`config.mk`:
```
export PLATFORM = sky130hd
export DESIGN_NAME = vga_sync_receiver
export DESIGN_NICKNAME = d
export VERILOG_FILES = /design/src/rtl/vga_sync_receiver.sv
export SDC_FILE = /design/constraint.sdc
export NUM_CORES = 1
export LEC_CHECK = 0
export CAP_MARGIN = 15
export CELL_PAD_IN_SITES_DETAIL_PLACEMENT = 1
export CELL_PAD_IN_SITES_GLOBAL_PLACEMENT = 1
export CORE_MARGIN = 4
export CORE_UTILIZATION = 49
export CTS_BUF_LIST = sky130_fd_sc_hd__clkbuf_2 sky130_fd_sc_hd__clkbuf_4 sky130_fd_sc_hd__clkbuf_8
export DETAILED_ROUTE_END_ITERATION = 10
export GPL_TIMING_DRIVEN = 0
export HOLD_SLACK_MARGIN = 0.12
export PLACE_DENSITY_LB_ADDON = 0.1
export SLEW_MARGIN = 5
export SYNTH_ARGS = -nofsm -noshare
export SYNTH_HDL_FRONTEND = slang
export SYNTH_SLANG_ARGS = --single-unit
```
`constraint.sdc`:
```
create_clock -name clk -period 9.7 [get_ports clk]
set_input_delay 1.94 -clock clk [delete_from_list [all_inputs] [get_ports clk]]
set_output_delay 1.94 -clock clk [all_outputs]
set_load 0.05 [all_outputs]
```
`src/rtl/vga_sync_receiver.sv`:
```
// vga_sync_receiver
// Recovers the pixel position of an incoming VGA stream from its hsync/vsync
// pair. The timing must stay clean for several frames before lock is declared.
// The block reports timing errors seen while locked and a per-frame checksum
// of the captured active pixels.
module vga_sync_receiver #(
  parameter int H_TOTAL      = 800,
  parameter int H_ACTIVE     = 640,
  parameter int H_SYNC_START = 656,
  parameter int H_SYNC_W     = 96,
  parameter int V_TOTAL      = 525,
  parameter int V_ACTIVE     = 480,
  parameter int V_SYNC_START = 490,
  parameter int V_SYNC_W     = 2,
  parameter int LOCK_FRAMES  = 2
) (
  input  logic        clk,
  input  logic        rst_n,
  input  logic        hsync_in,
  input  logic        vsync_in,
  input  logic [5:0]  rgb_in,
  output logic [9:0]  hpos,
  output logic [9:0]  vpos,
  output logic        display_on,
  output logic [5:0]  rgb_out,
  output logic        locked,
  output logic [7:0]  err_count,
  output logic [15:0] frame_sum,
  output logic        frame_sum_valid
);

  localparam int TO_LIMIT  = 2 * H_TOTAL;
  localparam int TO_W      = $clog2(TO_LIMIT + 1);
  localparam int SYNC_BITS = 8;

  localparam logic [9:0]      H_LAST      = 10'(H_TOTAL - 1);
  localparam logic [9:0]      H_ACT       = 10'(H_ACTIVE);
  localparam logic [9:0]      H_FALL_POS  = 10'(H_SYNC_START);
  localparam logic [9:0]      H_RISE_POS  = 10'(H_SYNC_START + H_SYNC_W);
  localparam logic [9:0]      V_LAST      = 10'(V_TOTAL - 1);
  localparam logic [9:0]      V_ACT       = 10'(V_ACTIVE);
  localparam logic [9:0]      V_FALL_POS  = 10'(V_SYNC_START);
  localparam logic [9:0]      V_RISE_POS  = 10'(V_SYNC_START + V_SYNC_W);
  localparam logic [TO_W-1:0] TO_LAST     = TO_W'(TO_LIMIT - 1);
  localparam logic [7:0]      GOOD_TARGET = 8'(LOCK_FRAMES);
  // Bit order of the capture bus is {hsync, vsync, rgb[5:0]}; syncs idle high.
  localparam logic [SYNC_BITS-1:0] SYNC_IDLE = 8'hC0;

  typedef enum logic [1:0] {
    SEARCH,
    VERIFY,
    LOCKED
  } state_t;

  // ---------------------------------------------------------------------
  // Two-stage input capture, one flop pair per bit
  // ---------------------------------------------------------------------
  logic [SYNC_BITS-1:0] sync_raw;
  logic [SYNC_BITS-1:0] s2_bus;
  logic [1:0]           s1_sync;

  assign sync_raw = {hsync_in, vsync_in, rgb_in};

  genvar gi;
  generate
    for (gi = 0; gi < SYNC_BITS; gi++) begin : g_sync
      logic s1_reg;
      logic s2_reg;

      // Shift one input bit through s1 then s2; reset to idle so no edge appears at release
      always_ff @(posedge clk or negedge rst_n) begin
        if (!rst_n) begin
          s1_reg <= SYNC_IDLE[gi];
          s2_reg <= SYNC_IDLE[gi];
        end else begin
          s1_reg <= sync_raw[gi];
          s2_reg <= s1_reg;
        end
      end

      assign s2_bus[gi] = s2_reg;

      // Only the sync bits need their first stage for edge detection
      if (gi >= SYNC_BITS - 2) begin : g_edge_tap
        assign s1_sync[gi-(SYNC_BITS-2)] = s1_reg;
      end
    end
  endgenerate

  logic       hs_s1;
  logic       hs_s2;
  logic       vs_s1;
  logic       vs_s2;
  logic [5:0] rgb_s2;

  assign hs_s1  = s1_sync[1];
  assign vs_s1  = s1_sync[0];
  assign hs_s2  = s2_bus[7];
  assign vs_s2  = s2_bus[6];
  assign rgb_s2 = s2_bus[5:0];

  logic hs_fall;
  logic hs_rise;
  logic vs_fall;
  logic vs_rise;

  assign hs_fall = hs_s2 & ~hs_s1;
  assign hs_rise = ~hs_s2 & hs_s1;
  assign vs_fall = vs_s2 & ~vs_s1;
  assign vs_rise = ~vs_s2 & vs_s1;

  // ---------------------------------------------------------------------
  // Position counters, edge checks and hsync watchdog
  // ---------------------------------------------------------------------
  logic [9:0]      h_cnt_reg;
  logic [9:0]      v_cnt_reg;
  logic [TO_W-1:0] to_cnt_reg;
  logic [9:0]      h_cnt_next;
  logic [9:0]      v_cnt_next;
  logic [TO_W-1:0] to_cnt_next;
  logic [9:0]      h_inc;
  logic [9:0]      v_inc;
  logic            h_wrap;
  logic            err_to;
  logic            timing_err;

  // Free-running next positions; edges are checked against the position the
  // incoming pixel would get from free-running, then the counter is reloaded.
  always_comb begin
    h_inc       = (h_cnt_reg == H_LAST) ? 10'd0 : h_cnt_reg + 10'd1;
    h_wrap      = (h_cnt_reg == H_LAST) & ~hs_fall;
    v_inc       = v_cnt_reg;
    if (h_wrap) begin
      v_inc = (v_cnt_reg == V_LAST) ? 10'd0 : v_cnt_reg + 10'd1;
    end
    h_cnt_next  = hs_fall ? H_FALL_POS : h_inc;
    v_cnt_next  = vs_fall ? V_FALL_POS : v_inc;
    err_to      = ~hs_fall & (to_cnt_reg == TO_LAST);
    to_cnt_next = (hs_fall | err_to) ? '0 : to_cnt_reg + TO_W'(1);
    timing_err  = (hs_fall & (h_inc != H_FALL_POS)) |
                  (hs_rise & (h_inc != H_RISE_POS)) |
                  (vs_fall & (v_inc != V_FALL_POS)) |
                  (vs_rise & (v_inc != V_RISE_POS)) |
                  err_to;
  end

  // Register the position counters and the watchdog
  always_ff @(posedge clk or negedge rst_n) begin
    if (!rst_n) begin
      h_cnt_reg  <= '0;
      v_cnt_reg  <= '0;
      to_cnt_reg <= '0;
    end else begin
      h_cnt_reg  <= h_cnt_next;
      v_cnt_reg  <= v_cnt_next;
      to_cnt_reg <= to_cnt_next;
    end
  end

  // ---------------------------------------------------------------------
  // Lock FSM, error counter and frame checksum
  // ---------------------------------------------------------------------
  state_t      state_reg;
  logic [7:0]  good_reg;
  logic        locked_reg;
  logic [7:0]  err_count_reg;
  logic [15:0] accum_reg;
  logic [15:0] frame_sum_reg;
  logic        frame_valid_reg;

  assign display_on = locked_reg & (h_cnt_reg < H_ACT) & (v_cnt_reg < V_ACT);
  assign rgb_out    = display_on ? rgb_s2 : 6'd0;

  // Qualify timing frame by frame, and publish a checksum only for frames fully seen while locked
  always_ff @(posedge clk or negedge rst_n) begin
    if (!rst_n) begin
      state_reg       <= SEARCH;
      good_reg        <= '0;
      locked_reg      <= 1'b0;
      err_count_reg   <= '0;
      accum_reg       <= '0;
      frame_sum_reg   <= '0;
      frame_valid_reg <= 1'b0;
    end else begin
      frame_valid_reg <= 1'b0;

      if (display_on) begin
        accum_reg <= accum_reg + {10'd0, rgb_out};
      end

      if (vs_fall) begin
        accum_reg <= '0;
        if ((state_reg == LOCKED) && !timing_err) begin
          frame_sum_reg   <= accum_reg;
          frame_valid_reg <= 1'b1;
        end
      end

      case (state_reg)
        SEARCH: begin
          if (vs_fall) begin
            state_reg <= VERIFY;
            good_reg  <= '0;
          end
        end
        VERIFY: begin
          if (timing_err) begin
            state_reg <= SEARCH;
          end else if (vs_fall) begin
            good_reg <= good_reg + 8'd1;
            if (good_reg + 8'd1 == GOOD_TARGET) begin
              state_reg  <= LOCKED;
              locked_reg <= 1'b1;
            end
          end
        end
        LOCKED: begin
          if (timing_err) begin
            state_reg  <= SEARCH;
            locked_reg <= 1'b0;
            if (err_count_reg != 8'hFF) begin
              err_count_reg <= err_count_reg + 8'd1;
            end
          end
        end
        default: begin
          state_reg  <= SEARCH;
          locked_reg <= 1'b0;
        end
      endcase
    end
  end

  assign hpos            = h_cnt_reg;
  assign vpos            = v_cnt_reg;
  assign locked          = locked_reg;
  assign err_count       = err_count_reg;
  assign frame_sum       = frame_sum_reg;
  assign frame_sum_valid = frame_valid_reg;

endmodule
```
After elaboration in Yosys (flattened, before gate mapping)
Index checks and enable logic that the tools add are counted.
- ROM bits: 0
- bits in latches: 0
- input bits: 10
- memory bits (writable): 0
- memories kept: 0
- register bits: 99
- shift operators: 0
- reductions and logical operators: 10
- equality and inequality tests: 18
- div/mod/pow operators: 0
- muxes and demuxes: 26
- multiply operators: 0
- $add $sub $neg: 6
- $lt $le $gt $ge: 2
- bitwise gates (word level): 23
- operators with widths (kind ; count):
    10-bit 2-to-1 mux ; 5
    16-bit 2-to-1 mux ; 2
    8-bit 2-to-1 mux ; 3
    10-bit by 1-bit adder with 10-bit output (second input constant) ; 2
    10-bit equality test (second input constant) ; 2
    10-bit inequality test (second input constant) ; 2
    10-bit by 9-bit inequality test with 1-bit output (second input constant) ; 2
    16-bit by 6-bit adder with 16-bit output ; 1
    8-bit by 1-bit adder with 8-bit output (second input constant) ; 2
    8-bit one-hot mux with 2 select lines ; 1
    1-bit bitwise AND ; 12
    11-bit by 1-bit adder with 11-bit output (second input constant) ; 1
    11-bit equality test (second input constant) ; 1
    11-bit 2-to-1 mux ; 1
    10-bit less-than comparator (second input constant) ; 1
    10-bit by 9-bit less-than comparator with 1-bit output (second input constant) ; 1
    2-bit 2-to-1 mux ; 5
    2-bit inequality test (second input constant) ; 5
    8-bit by 2-bit equality test with 1-bit output (second input constant) ; 1
    8-bit inequality test (second input constant) ; 1
    4-bit AND reduction ; 2
    1-bit 2-to-1 mux ; 6
    6-bit 2-to-1 mux ; 1
    3-bit inequality test (second input constant) ; 2
    13 further kinds ; 23

Logic depth before layout (Yosys ltp)
- depth in word-level cells: 14
- mapped depth: 15

Worst setup path before layout
Ideal clock, no wire load.
- kind: register to output
- start point: register h_cnt_reg[8], in the netlist hpos[8]
- end point: output rgb_out[1]
- cell stages (with the launch flop): 6
- path slack: 4.976 ns
- arrival: 2.784 ns
- data required time: 7.760 ns
- cells stage by stage: dfrtp_1 > o21ai_0 > nand2_1 > nor3_1 > clkbuf_1 > and2_1
- cells in the longest elaborated chain, start to end: 4
- ends and longest elaborated chain (item ; RTL line ; text):
    start, declared ; 115 ; logic [9:0] h_cnt_reg;
    start signal, assigned ; 154 ; h_cnt_reg <= h_cnt_next;
    10-bit less-than comparator ; 171 ; assign display_on = locked_reg & (h_cnt_reg < H_ACT) & (v_cnt_reg < V_ACT);
    1-bit bitwise AND (2 in series) ; 171 ;
    via display_on ; 24 ; output logic display_on,
    6-bit 2-to-1 mux ; 172 ; assign rgb_out = display_on ? rgb_s2 : 6'd0;
    end, declared ; 25 ; output logic [5:0] rgb_out,
The timed path passes the listed nets, and every way through them passes these cells.

Worst setup path after layout
- start point: register h_cnt_reg[7], in the netlist hpos[7]
- end point: output rgb_out[1]
- cells in the longest elaborated chain, start to end: 4
- ends and longest elaborated chain (item ; RTL line):
    10-bit less-than comparator ; 171
    1-bit bitwise AND (2 in series) ; 171
    6-bit 2-to-1 mux ; 172
Every way passes these cells.

==> results_dict.tcl <==
set metrics [dict create \
    p_switching_w 0.000234 \
    dp_hpwl_um 9370 \
    max_freq_mhz 190 \
    cp_cell_sequence "o21ai_0, nand2_1, nor3_1, buf_2, clkbuf_1, and2_1, clkdlybuf4s50_1" \
    worst_slack_ns 4.45 \
    clkTransAtPathRegs_ns 0.09 \
    n_antenna_cell 0 \
    seq_area_frac_synth_pct 49.2 \
    numCtsBuffers 9 \
    vias_per_cell 5.66 \
    fp.dieArea_sq_mm 0.0120 \
    reg2reg_slack_ns 5.72 \
    routed_wl_um 12600 \
    reg2reg_depth 16 \
    nFillCells 1083 \
    grt-ovfl-total 0 \
    drtIter0Drc 123 \
    cp_max_fo 10 \
    dr.pass1.iters 4 \
    htree_levels 3 \
    layout_common_cells "95 x dfrtp_1, 61 x clkdlybuf4s50_1, 51 x nor2_1" \
    p_sw_share_pct 28.6 \
    antenna_found_initial 0 \
    max_stage_delay_ns 0.84 \
    power_frac_comb_pct 13.0 \
    fin_nets 577 \
    fin_skew_ns 0.00844 \
    root_buffer "clkbuf_8" \
    clkPwrFrac_pct 31.6 \
    setup_viol_count_final 0 \
    p_int_w 0.000583 \
    hold_slack_ns 0.350 \
    synth_cells 477 \
    yosysWarnings 0 \
    critPathSlowestCell "clkdlybuf4s50_1" \
    max_cap_violations 0 \
    min_to "g_sync[1].s2_reg$_DFF_PN0_" \
    critPathBufInv 3 \
    io_pins 63 \
    place_inst 675 \
    gp_congestion 0.842 \
    period_minus_slack_ns 5.25 \
    cts.path.max_buffers 2 \
    min_path_cells 0 \
    placed_cell_area_sq_mm 0.00587 \
    rsz0062_at_grt "no" \
    path_class "reg -> out" \
    cts_tree "built" \
    fin_crit_sh_pct 54.1 \
    tns_ns 0 \
    drcViolationCount 0 \
    hold_violations 0 \
    muxShareOfSynthArea_pct 6.05 \
    peakVddDrop_uv 118 \
    dp_worst_setup_slack_ns 4.90 \
    synth_fa_ha_area_share_pct 3.62 \
    yosys.area_share.simple_pct 22.1 \
    synth_edf_count 0 \
    ctsResizeCount 0 \
    die_w_um 109 \
    maxSlewViolCount 0 \
    first_global_vias 4305 \
    powerDensity_mw_per_mm2 135 \
    tightestPinTransition_ns 0.720 \
    pwr-share-seq_pct 55.4 \
    start_util_pct 50.9 \
    cp_top_family "buffers and inverters" \
    dieHeight_um 109 \
    postRouteAntennaNets 0 \
    cts.sinks 99 \
    wire_per_inst_um 18.2 \
    hp-class "reg -> reg" \
    synth_top_family_by_area "simple AND/OR/NAND/NOR gates" \
    track_usage_pct 23.0 \
    grt_max_degree 69 \
    cp-start-kind "register" \
    synth-async-reset-ratio_pct 100 \
    synth-xor-area-share_pct 6.25 \
    final_common_cell "dfrtp_1" \
    syn_area_sq_mm 0.00504 \
    drive_gt1_share_pct 12.5 \
    critPathArrivalTime_ns 3.31 \
    synthDistinctLibCells 69 \
    hold_buffers 0 \
    rows 36 \
    synth_compound_area_share_pct 9.65 \
    reg2reg_from "hpos[7]$_DFF_PN0_" \
    critPathCaptureType "output pin" \
    synth_seq_cells 99 \
    status "finished clean" \
    synth_flop_cell "dfrtp_1" \
    areaGrowthSynthToFinish_pct 20.0 \
    core_sq_mm 0.00991 \
    finalInstanceArea_sq_mm 0.00606 \
    min_from "g_sync[1].s1_reg$_DFF_PN0_" \
    r2r-end "accum_reg[9]$_DFFE_PN0P_" \
    syn_nets 501 \
    slew_headroom_pct 51.6 \
    critPathRequiredTime_ns 7.76 \
    p_leak_nw 2.62 \
    cts_setup_buffers 0 \
    vias 3913 \
    insertion_delay_ns 0.38 \
    port_buffers 62 \
    grt_pass1_wl_um 21500 \
    avgSynthCellArea_sq_um 10.6 \
    layoutNonFillerInstCount 691 \
]
-- cell families after synthesis --
logic type	Yosys count
xor gates and xnor gates	36
buffers and inverters	24
DFF	99
muxes	25
and+or+nand+nor	211
adders and majority gates	14
AOI/OAI and AO/OA	68
-- cell usage after synthesis, types with 7 or more instances --
cell | count | share of area (%)
and2_1 | 9 | 1.1
and3_1 | 12 | 1.5
nor3_1 | 11 | 1.1
o211ai_1 | 7 | 1.0
mux2i_1 | 8 | 1.6
inv_1 | 9 | 0.67
dfrtp_1 | 95 | 47
a21oi_1 | 16 | 1.6
nor2b_1 | 8 | 0.99
nor2_1 | 51 | 3.8
xnor2_1 | 23 | 4.0
nand4_1 | 9 | 1.1
o21ai_0 | 13 | 1.3
nand3_1 | 30 | 3.0
ha_1 | 13 | 3.2
xor2_1 | 13 | 2.3
or3_1 | 9 | 1.1
mux2_2 | 8 | 1.8
mux2_4 | 9 | 2.7
nand2_1 | 37 | 2.8
-- per-stage QoR --
stage                     power (W)  utilization, %
final                      0.000818            61.1
after floorplan            0.000523               -
after CTS                  0.000828            61.1
after global placement     0.000563            58.9
after global routing       0.000858            61.1
after detailed placement   0.000569            59.2
-- per-layer routing --
layer | wire (um) | vias up | share of wire, % | GRT usage [%]
met5 | 0 | - | 0 | 0
met4 | 185 | 0 | 1.5 | 6.59
met3 | 444 | 19 | 3.5 | 5.99
met2 | 6570 | 63 | 52 | 40.6
met1 | 5410 | 1983 | 43 | 27.7
li1 | - | 1848 | - | -
-- final cells by class --
class	instances	area [sq um]	area share, %
Clock inverter	4	23.8	0.393
Inverter	9	33.8	0.558
Sequential cell	99	2480	41.0
Tap cell	133	166	2.75
Multi-Input combinational cell	354	2410	39.7
Buffer	15	123	2.02
Timing Repair Buffer	65	656	10.8
Clock buffer	12	165	2.73
-- power by group through the flow --
stage | logic [W] | registers [W] | clock network (W)
floorplan | 0.0000420 | 0.000481 | 0
global placement | 0.000103 | 0.000460 | 0
detailed placement | 0.000108 | 0.000461 | 0
CTS | 0.000109 | 0.000453 | 0.000267
global route | 0.000117 | 0.000457 | 0.000284
finish | 0.000106 | 0.000453 | 0.000258
-- worst max path at each step --
| stage | from | to | depth (start not counted) |
|---|---|---|---|
| 2_1_floorplan | hpos[8]$_DFF_PN0_ | rgb_out[1] | 5 |
| 3_3_place_gp | rst_n | to_cnt_reg[5]$_DFF_PN0_ | 1 |
| 3_5_place_dp | hpos[8]$_DFF_PN0_ | rgb_out[1] | 7 |
| 4_1_cts | hpos[8]$_DFF_PN0_ | rgb_out[1] | 7 |
| 5_1_grt | hpos[8]$_DFF_PN0_ | rgb_out[1] | 7 |
| 6_report | hpos[7]$_DFF_PN0_ | rgb_out[1] | 7 |
(Power assumes the default switching activity.)
